[src/rtl/msf_frame_assembler.sv]
// MSF minute-frame assembler: collects per-second A/B symbols, checks the minute
// marker and odd-parity groups, and commits BCD date/time to holding registers.
module msf_frame_assembler #(
    parameter bit          PARITY_EN = 1'b1,
    parameter bit          MARKER_EN = 1'b1,
    parameter int unsigned MAX_SEC   = 60,
    parameter int unsigned MIN_SEC   = 58
) (
    input  logic       clk_i,
    input  logic       rst_i,
    input  logic       bits_valid_i,
    input  logic       bits_is_second_00_i,
    input  logic [1:0] bits_data_i,
    input  logic [2:0] disp_sel_i,
    output logic       time_valid_o,
    output logic       synced_o,
    output logic       frame_err_o,
    output logic [5:0] second_o,
    output logic [7:0] year_o,
    output logic [4:0] month_o,
    output logic [5:0] day_o,
    output logic [2:0] dow_o,
    output logic [5:0] hour_o,
    output logic [6:0] minute_o,
    output logic [7:0] disp_o
);

    typedef enum logic [0:0] {StHunt, StCollect} state_e;

    state_e      state_q, state_d;
    logic [5:0]  second_q, second_d;
    logic        synced_q, synced_d;
    logic        frame_err_q, frame_err_d;
    logic        time_valid_q, time_valid_d;
    logic [7:0]  year_q, year_d;
    logic [4:0]  month_q, month_d;
    logic [5:0]  day_q, day_d;
    logic [2:0]  dow_q, dow_d;
    logic [5:0]  hour_q, hour_d;
    logic [6:0]  minute_q, minute_d;
    logic [7:0]  disp_q, disp_d;
    // Bit k holds the symbol received k seconds before the newest one, so every
    // field sits at a fixed offset from the end of the frame regardless of leap seconds.
    logic [42:0] a_sr_q, a_sr_d;
    logic [5:0]  b_sr_q, b_sr_d;

    logic len_ok, marker_ok, parity_ok, frame_ok;

    always_comb begin
        len_ok    = (32'(second_q) >= MIN_SEC) && (32'(second_q) <= MAX_SEC);
        marker_ok = !MARKER_EN || (a_sr_q[7:0] == 8'b0111_1110);
        parity_ok = !PARITY_EN ||
                    ((^{a_sr_q[42:35], b_sr_q[5]}) && (^{a_sr_q[34:24], b_sr_q[4]}) &&
                     (^{a_sr_q[23:21], b_sr_q[3]}) && (^{a_sr_q[20:8], b_sr_q[2]}));
        frame_ok  = len_ok && marker_ok && parity_ok;
    end

    always_comb begin
        state_d      = state_q;
        second_d     = second_q;
        synced_d     = synced_q;
        frame_err_d  = frame_err_q;
        time_valid_d = 1'b0;
        year_d       = year_q;
        month_d      = month_q;
        day_d        = day_q;
        dow_d        = dow_q;
        hour_d       = hour_q;
        minute_d     = minute_q;
        a_sr_d       = a_sr_q;
        b_sr_d       = b_sr_q;

        if (bits_valid_i) begin
            a_sr_d = {a_sr_q[41:0], bits_data_i[1]};
            b_sr_d = {b_sr_q[4:0], bits_data_i[0]};
            case (state_q)
                StHunt: begin
                    if (bits_is_second_00_i) begin
                        state_d  = StCollect;
                        second_d = 6'd0;
                    end
                end
                StCollect: begin
                    if (!bits_is_second_00_i) begin
                        if (32'(second_q) >= MAX_SEC) begin
                            state_d     = StHunt;
                            frame_err_d = 1'b1;
                            synced_d    = 1'b0;
                            second_d    = 6'd0;
                        end else begin
                            second_d = second_q + 6'd1;
                        end
                    end else begin
                        // Frame is judged on the shift registers before this marker shifts in.
                        second_d = 6'd0;
                        if (frame_ok) begin
                            year_d       = a_sr_q[42:35];
                            month_d      = a_sr_q[34:30];
                            day_d        = a_sr_q[29:24];
                            dow_d        = a_sr_q[23:21];
                            hour_d       = a_sr_q[20:15];
                            minute_d     = a_sr_q[14:8];
                            time_valid_d = 1'b1;
                            synced_d     = 1'b1;
                            frame_err_d  = 1'b0;
                        end else begin
                            frame_err_d = 1'b1;
                            synced_d    = 1'b0;
                        end
                    end
                end
                default: state_d = StHunt;
            endcase
        end
    end

    always_comb begin
        case (disp_sel_i)
            3'd0:    disp_d = {1'b0, minute_q};
            3'd1:    disp_d = {2'b0, hour_q};
            3'd2:    disp_d = {2'b0, day_q};
            3'd3:    disp_d = {3'b0, month_q};
            3'd4:    disp_d = year_q;
            3'd5:    disp_d = {5'b0, dow_q};
            3'd6:    disp_d = {synced_q, frame_err_q, second_q};
            default: disp_d = 8'h00;
        endcase
    end

    always_ff @(posedge clk_i) begin
        if (rst_i) begin
            state_q      <= StHunt;
            second_q     <= '0;
            synced_q     <= 1'b0;
            frame_err_q  <= 1'b0;
            time_valid_q <= 1'b0;
            year_q       <= '0;
            month_q      <= '0;
            day_q        <= '0;
            dow_q        <= '0;
            hour_q       <= '0;
            minute_q     <= '0;
            disp_q       <= '0;
            a_sr_q       <= '0;
            b_sr_q       <= '0;
        end else begin
            state_q      <= state_d;
            second_q     <= second_d;
            synced_q     <= synced_d;
            frame_err_q  <= frame_err_d;
            time_valid_q <= time_valid_d;
            year_q       <= year_d;
            month_q      <= month_d;
            day_q        <= day_d;
            dow_q        <= dow_d;
            hour_q       <= hour_d;
            minute_q     <= minute_d;
            disp_q       <= disp_d;
            a_sr_q       <= a_sr_d;
            b_sr_q       <= b_sr_d;
        end
    end

    assign time_valid_o = time_valid_q;
    assign synced_o     = synced_q;
    assign frame_err_o  = frame_err_q;
    assign second_o     = second_q;
    assign year_o       = year_q;
    assign month_o      = month_q;
    assign day_o        = day_q;
    assign dow_o        = dow_q;
    assign hour_o       = hour_q;
    assign minute_o     = minute_q;
    assign disp_o       = disp_q;

endmodule

[config.mk]
export PLATFORM = sky130hd
export DESIGN_NAME = msf_frame_assembler
export DESIGN_NICKNAME = d
export VERILOG_FILES = /design/src/rtl/msf_frame_assembler.sv
export SDC_FILE = /design/constraint.sdc
export NUM_CORES = 1
export LEC_CHECK = 0
export CORE_ASPECT_RATIO = 1.2
export CORE_MARGIN = 2
export CORE_UTILIZATION = 59
export CTS_CLUSTER_SIZE = 16
export DETAILED_ROUTE_END_ITERATION = 6
export HOLD_SLACK_MARGIN = 0.02
export PLACE_DENSITY = 0.86
export SYNTH_ARGS = -nofsm -noshare
export SYNTH_HDL_FRONTEND = slang
export SYNTH_SLANG_ARGS = --single-unit
[constraint.sdc]
create_clock -name clk_i -period 3.9 [get_ports clk_i]
set_input_delay 0.78 -clock clk_i [delete_from_list [all_inputs] [get_ports clk_i]]
set_output_delay 0.78 -clock clk_i [all_outputs]
set_load 0.005 [all_outputs]
==> results.cfg, run 1 <==
[critical_path]
worstSetupEndpointType = flop
timing.critical_path.fanout_max = 35
delay_heaviest_family_cp = buffers and inverters
r2r_start = a_sr_q[12]
cp_num_buf_inv = 2
cp.required_ns = 4.18
critical_path.slowest_cell = clkdlybuf4s50_1
timing_worst_setup_path_type = in -> reg
crit_path_largest_cell_delay_ns = 0.60
setup.worst_path.start = bits_is_second_00_i
worst_setup_path_start_kind = input pin
timing.critical_path.arrival_ns = 3.12
cp_cell_sequence = clkdlybuf4s50_1 -> nand4_1 -> or3_1 -> nand4bb_1 -> nor4_4 -> buf_4 -> mux2i_1

[synth]
synth.yosys.warnings = 0
synthTopCellsByCount = 102 x dfxtp_1, 95 x mux2i_1, 71 x nor2_1, 68 x nand2b_1, 25 x xnor2_1
top_post_synthesis_cells_by_area = dfxtp_1 43%, mux2i_1 20%, nand2b_1 9.0%
yosys_register_bits = 102
synth_cell_type_count = 42
mappedNetlistNets = 477
synth.most_common_cell = dfxtp_1
post_synth_inst_count = 466
async_flop_share_pct = 0
synthDominantAreaCellType = dfxtp_1
cell_area_after_synthesis_mm2 = 0.00471
synth_enable_flop_cells = 0
synth_top_area_share_pct = 43.3
synth.yosys.seq_area_share_pct = 43.3
dominantRegCellSynth = dfxtp_1
synth_area_per_cell_um2 = 10.1

[power]
sequentialPowerShare_pct = 58.9
worst_vdd_ir_mv = 0.252
power_per_cell_area_mw_per_mm2 = 325
design_power_total_mw = 1.78
combinationalPowerShare_pct = 5.1
switch_share_pct = 22.2
internal_power_mw = 1.38
power.share.clock_pct = 35.9
power.net_switching_uw = 395
power.leakage_nw = 2.01

[sta]
max_clock_freq_mhz = 353
worst-slew-pin-transition_ns = 0.872
maxSlewViolCount = 0
relSlewSlack_pct = 41.8
setup-violations-final = 0
post-route-period-util_pct = 72.6
report.final.hold_viol_count = 0
grt_setup_unrepaired = no
post-route-min-period_ns = 2.83
fin_skew_ns = 0.0102
sum_of_negative_setup_slack_ns = 0

[cts]
clock_insertion_delay_worst_skew_ns = 0.36
cts.reportedPaths.clkPinSlew_ns = 0.09
cts_buffer_depth = 2
cts.sink_count = 102
cts_setup_buffers = 0
cts_buffers = 9
ctsResizeCount = 0
tritoncts = built
quantity_of_hold_fixing_buffers_added_after_cts = 0
clock_root_buffer = clkbuf_8
number_of_h_tree_levels = 3

[floorplan]
dieArea_mm2 = 0.00872
start_util_pct = 61.1
io_pins = 61
fp.dieW_um = 85.6
die_height_um = 102
core-area_mm2 = 0.00771
site_row_count = 35

[placement]
detailed_place_hpwl_um = 6990
placement.io_buffers = 60
placed_cells_incl_taps = 591
finalWeightedCongestion = 0.820

[drt]
vias_per_cell = 5.53
routed_wl_um = 9920
dr_drc_count = 0
routed_wire_length_per_instance_um = 16.3
detail-route-antenna-nets = 0
dr_total_vias = 3357
detailedRoute.firstIterationViolations = 126
detailedRoute.firstPassIterationCount = 4

[grt]
antenna_found_initial = 0
grt_util_all_layers_pct = 24.1
grt_start_max_net_pins = 81
vias_in_the_first_global_route = 3256
overflow = 0
grt_pass1_wl_um = 16300

[finish]
area_growth_pct = 16.2
fin_cells = 607
num_antenna_cells = 0
nNetsFinal = 521
drive_above_1_share_pct = 4.85

[min_path]
min_path_type = reg -> reg
worst_hold_startpoint = minute_o[1]

[job]
drv.max_cap_violation_count = 0

[status]
status = finished, final reports clean
-- cells in the final DEF (no fill, tap or decap), types with 5 or more instances in the layout --
cell / instances
dfxtp_1: 102
mux2i_1: 95
nor2_1: 71
nand2b_1: 68
clkdlybuf4s50_1: 58
xnor2_1: 25
nand2_1: 9
clkbuf_8: 9
xor2_1: 5
o21ai_0: 5
-- registers in the layout, indices dropped and copies added (netlist names) --
register,flops
dow_o,3
day_o,6
time_valid_o,1
year_o,8
minute_o,7
a_sr_q,43
disp_o,8
second_o,6
month_o,5
synced_o,1
b_sr_q,6
state_q,1
frame_err_o,1
hour_o,6
-- tightest hold or removal path: cells and delay by family, from the launching register on --
kind             cells  cell delay, ns
DFF                  1            0.34
muxes                1            0.05
and+or+nand+nor      1            0.07
-- worst paths after layout --
kind                 endpoint  slack [ns]  cells after the start
setup / recovery    hour_o[0]        1.07                      7
hold / removal    minute_o[1]        0.51                      2
hold reg to reg   minute_o[1]        0.51                      2
setup reg to reg    hour_o[0]        1.33                      6
-- area by class of cell --
cell class              instances  area (um^2)
multi-input cells             332         2500
fillers                       563         2230
flip-flops and latches        102         2040
repair buffers                 63          626
clock buffers                  13          139
well taps                      92          115
clock inverters                 3         45.0
inverters                       2         7.51
-- kinds of logic (layout without fill, tap and decap cells) --
family	count (synthesis)	in the layout	share of synthesized area, %
flip-flops	102	102	43.3
AO/OA/AOI/OAI	22	22	3.11
multiplexers	101	101	22.6
XOR/XNOR	34	34	7.49
buffers and inverters	32	81	3.75
adder cells (fa/ha/maj)	2	2	0.531
AND/OR/NAND/NOR	173	173	19.2
-- layer usage --
metal / GRT usage (%) / wire length [um] / vias up
li1: - / - / 1651
met1: 29.4 / 4200 / 1604
met2: 41.6 / 4970 / 86
met3: 4.44 / 484 / 16
met4: 10.9 / 264 / 0
met5: 0 / 0 / -
-- power by group through the flow --
stage | Sequential [mW] | Clock (mW) | Combinational (mW)
2_1_floorplan | 1.07 | 0 | 0.0709
3_3_place_gp | 1.07 | 0 | 0.0900
5_1_grt | 1.05 | 0.685 | 0.0978
6_report | 1.05 | 0.639 | 0.0912
4_1_cts | 1.05 | 0.654 | 0.0911
3_5_place_dp | 1.07 | 0 | 0.0911
-- per-stage QoR --
| stage | setup WS [ns] | hold WS, ns | instance area (um^2) | util, % |
|---|---|---|---|---|
| final | 1.07 | 0.506 | 5480 | 71.0 |
| after detailed placement | 0.715 | 0.493 | 5290 | 68.7 |
| after global placement | 0.794 | 0.476 | 5290 | 68.7 |
| after CTS | 1.09 | 0.511 | 5480 | 71.0 |
| after global routing | 0.887 | 0.530 | 5480 | 71.0 |
| after floorplan | 1.44 | 0.460 | 4710 | - |
(Power assumes the default switching activity.)
==> run 2: changes to the inputs <==
Settings changed: CORE_UTILIZATION 59 to 55, PLACE_DENSITY 0.86 to 0.81.
Clock period 3.9 ns to 2.95 ns, I/O delays scaled along.
==> run 2 against run 1 <==
Final area increased by 2.1%; global-route usage shrank 1.7 points; final cell count rose by 4.9%; wire length grew 1.6%; register-to-register slack worse by 0.69 ns; critical path depth is 1 lower; clock skew shrank 0.00065 ns; sequential power is 32% higher; hold slack lost 0.0096 ns; power rose by 41%; critical endpoint is now month_o[1]; largest cell class unchanged.
==> results.cfg, run 2 (synthesis gave the netlist of run 1 again) <==
[critical_path]
setup.worst_path.start = a_sr_q[11]
timing.critical_path.arrival_ns = 2.60
worstSetupEndpointType = flop
timing.critical_path.fanout_max = 36
timing_worst_setup_path_type = reg -> reg
cp.required_ns = 3.23
worst_setup_path_start_kind = flop
r2r_start = a_sr_q[11]

[cts]
cts.sink_count = 102
cts_buffers = 9
clock_insertion_delay_worst_skew_ns = 0.36
cts_buffer_depth = 2
cts.reportedPaths.clkPinSlew_ns = 0.10
number_of_h_tree_levels = 3
quantity_of_hold_fixing_buffers_added_after_cts = 0
cts_setup_buffers = 0
tritoncts = built
ctsResizeCount = 0
clock_root_buffer = clkbuf_8

[finish]
layout.cells.most_common = dfxtp_1
layout.cells.most_common_list = 102 x dfxtp_1, 95 x mux2i_1, 71 x nor2_1
drive_above_1_share_pct = 6.35
nNetsFinal = 526
num_antenna_cells = 0
largest-register = a_sr_q
largest_register_ffs = 43
area_growth_pct = 18.7

[floorplan]
fp.dieW_um = 88.5
dieArea_mm2 = 0.00932
die_height_um = 105
site_row_count = 37
core-area_mm2 = 0.00847
io_pins = 61
start_util_pct = 55.6

[placement]
placement.io_buffers = 60
detailed_place_hpwl_um = 7170
finalWeightedCongestion = 0.909

[grt]
grt_start_max_net_pins = 50
antenna_found_initial = 0
grt_util_all_layers_pct = 22.4
grt_pass1_wl_um = 16100
overflow = 0
vias_in_the_first_global_route = 3281

[job]
drv.max_cap_violation_count = 0

[status]
status = finished, final reports clean

[sta]
relSlewSlack_pct = 43.8
post-route-period-util_pct = 78.5
max_clock_freq_mhz = 432
timing.hold.ws_ns = 0.496
grt_setup_unrepaired = no
post-route-min-period_ns = 2.31
setup-violations-final = 0
report.final.hold_viol_count = 0
worst-slew-pin-transition_ns = 0.843
maxSlewViolCount = 0
sum_of_negative_setup_slack_ns = 0
fin_skew_ns = 0.00953

[power]
worst_vdd_ir_mv = 0.285
design_power_total_mw = 2.51
power_per_cell_area_mw_per_mm2 = 449
power.leakage_nw = 2.06

[drt]
vias_per_cell = 5.33
routed_wire_length_per_instance_um = 15.8
routed_wl_um = 10100
detailedRoute.firstPassIterationCount = 4
dr_drc_count = 0
detailedRoute.firstIterationViolations = 213
detail-route-antenna-nets = 0
dr_total_vias = 3394

[min_path]
worst_hold_startpoint = hour_o[2]
min_path_type = reg -> reg
## run 2: changes by cell type in the layout (fill, tap and decap cells not counted), sizes merged
cell      before  now
bufinv         1    2
clkinvlp       2    0
buf            5   10
clkinv         0    1
inv            2    3
clkbuf        13   12
## run 2: metal layers
metal	vias to the layer above	track usage, %	routed length [um]
li1	1667	-	-
met5	-	0	0
met3	22	3.05	321
met1	1629	28.5	4340
met4	0	10.9	361
met2	76	36.7	5060
## run 2: layout make-up
class                      count  area, um^2
timing repair buffer          68         663
tap                          117         146
fill                         700        2880
clock buffer                  12         155
inverter                       2        7.51
clock inverter                 4        77.6
sequential                   102        2040
multi-input combinational    332        2500
## run 2: worst paths after layout
| kind | to | slack (ns) | cells past startpoint |
|---|---|---|---|
| worst max register to register | month_o[1] | 0.64 | 6 |
| worst min-delay path | hour_o[2] | 0.50 | 2 |
| worst min register to register | hour_o[2] | 0.50 | 2 |
| worst max-delay path | month_o[1] | 0.64 | 6 |
## run 2: worst max-delay path, stage by stage, from the launching register on
cell and delay [ns]:
dfxtp_1 0.43, xnor2_1 0.17, xnor3_1 0.34, xnor3_1 0.45
nor4_4 0.29, buf_12 0.30, mux2i_1 0.23
## run 2: per-stage QoR
step / util (%) / cell area (um^2) / worst slack, ns / std cells
3_3_place_gp: 63.3 / 5360 / 0.371 / 621
3_5_place_dp: 63.3 / 5360 / 0.309 / 621
4_1_cts: 66.0 / 5590 / 0.622 / 637
5_1_grt: 66.0 / 5590 / 0.525 / 637
6_report: 66.0 / 5590 / 0.636 / 637
2_1_floorplan: - / 4710 / 0.676 / 466
## run 2: where the power goes
group	switching, mW	total, mW	internal (mW)	leakage (nW)
logic	0.0680	0.125	0.0568	1.12
clock network	0.469	0.998	0.530	0.117
registers	0.00550	1.39	1.38	0.822
total	0.542	2.51	1.97	2.06
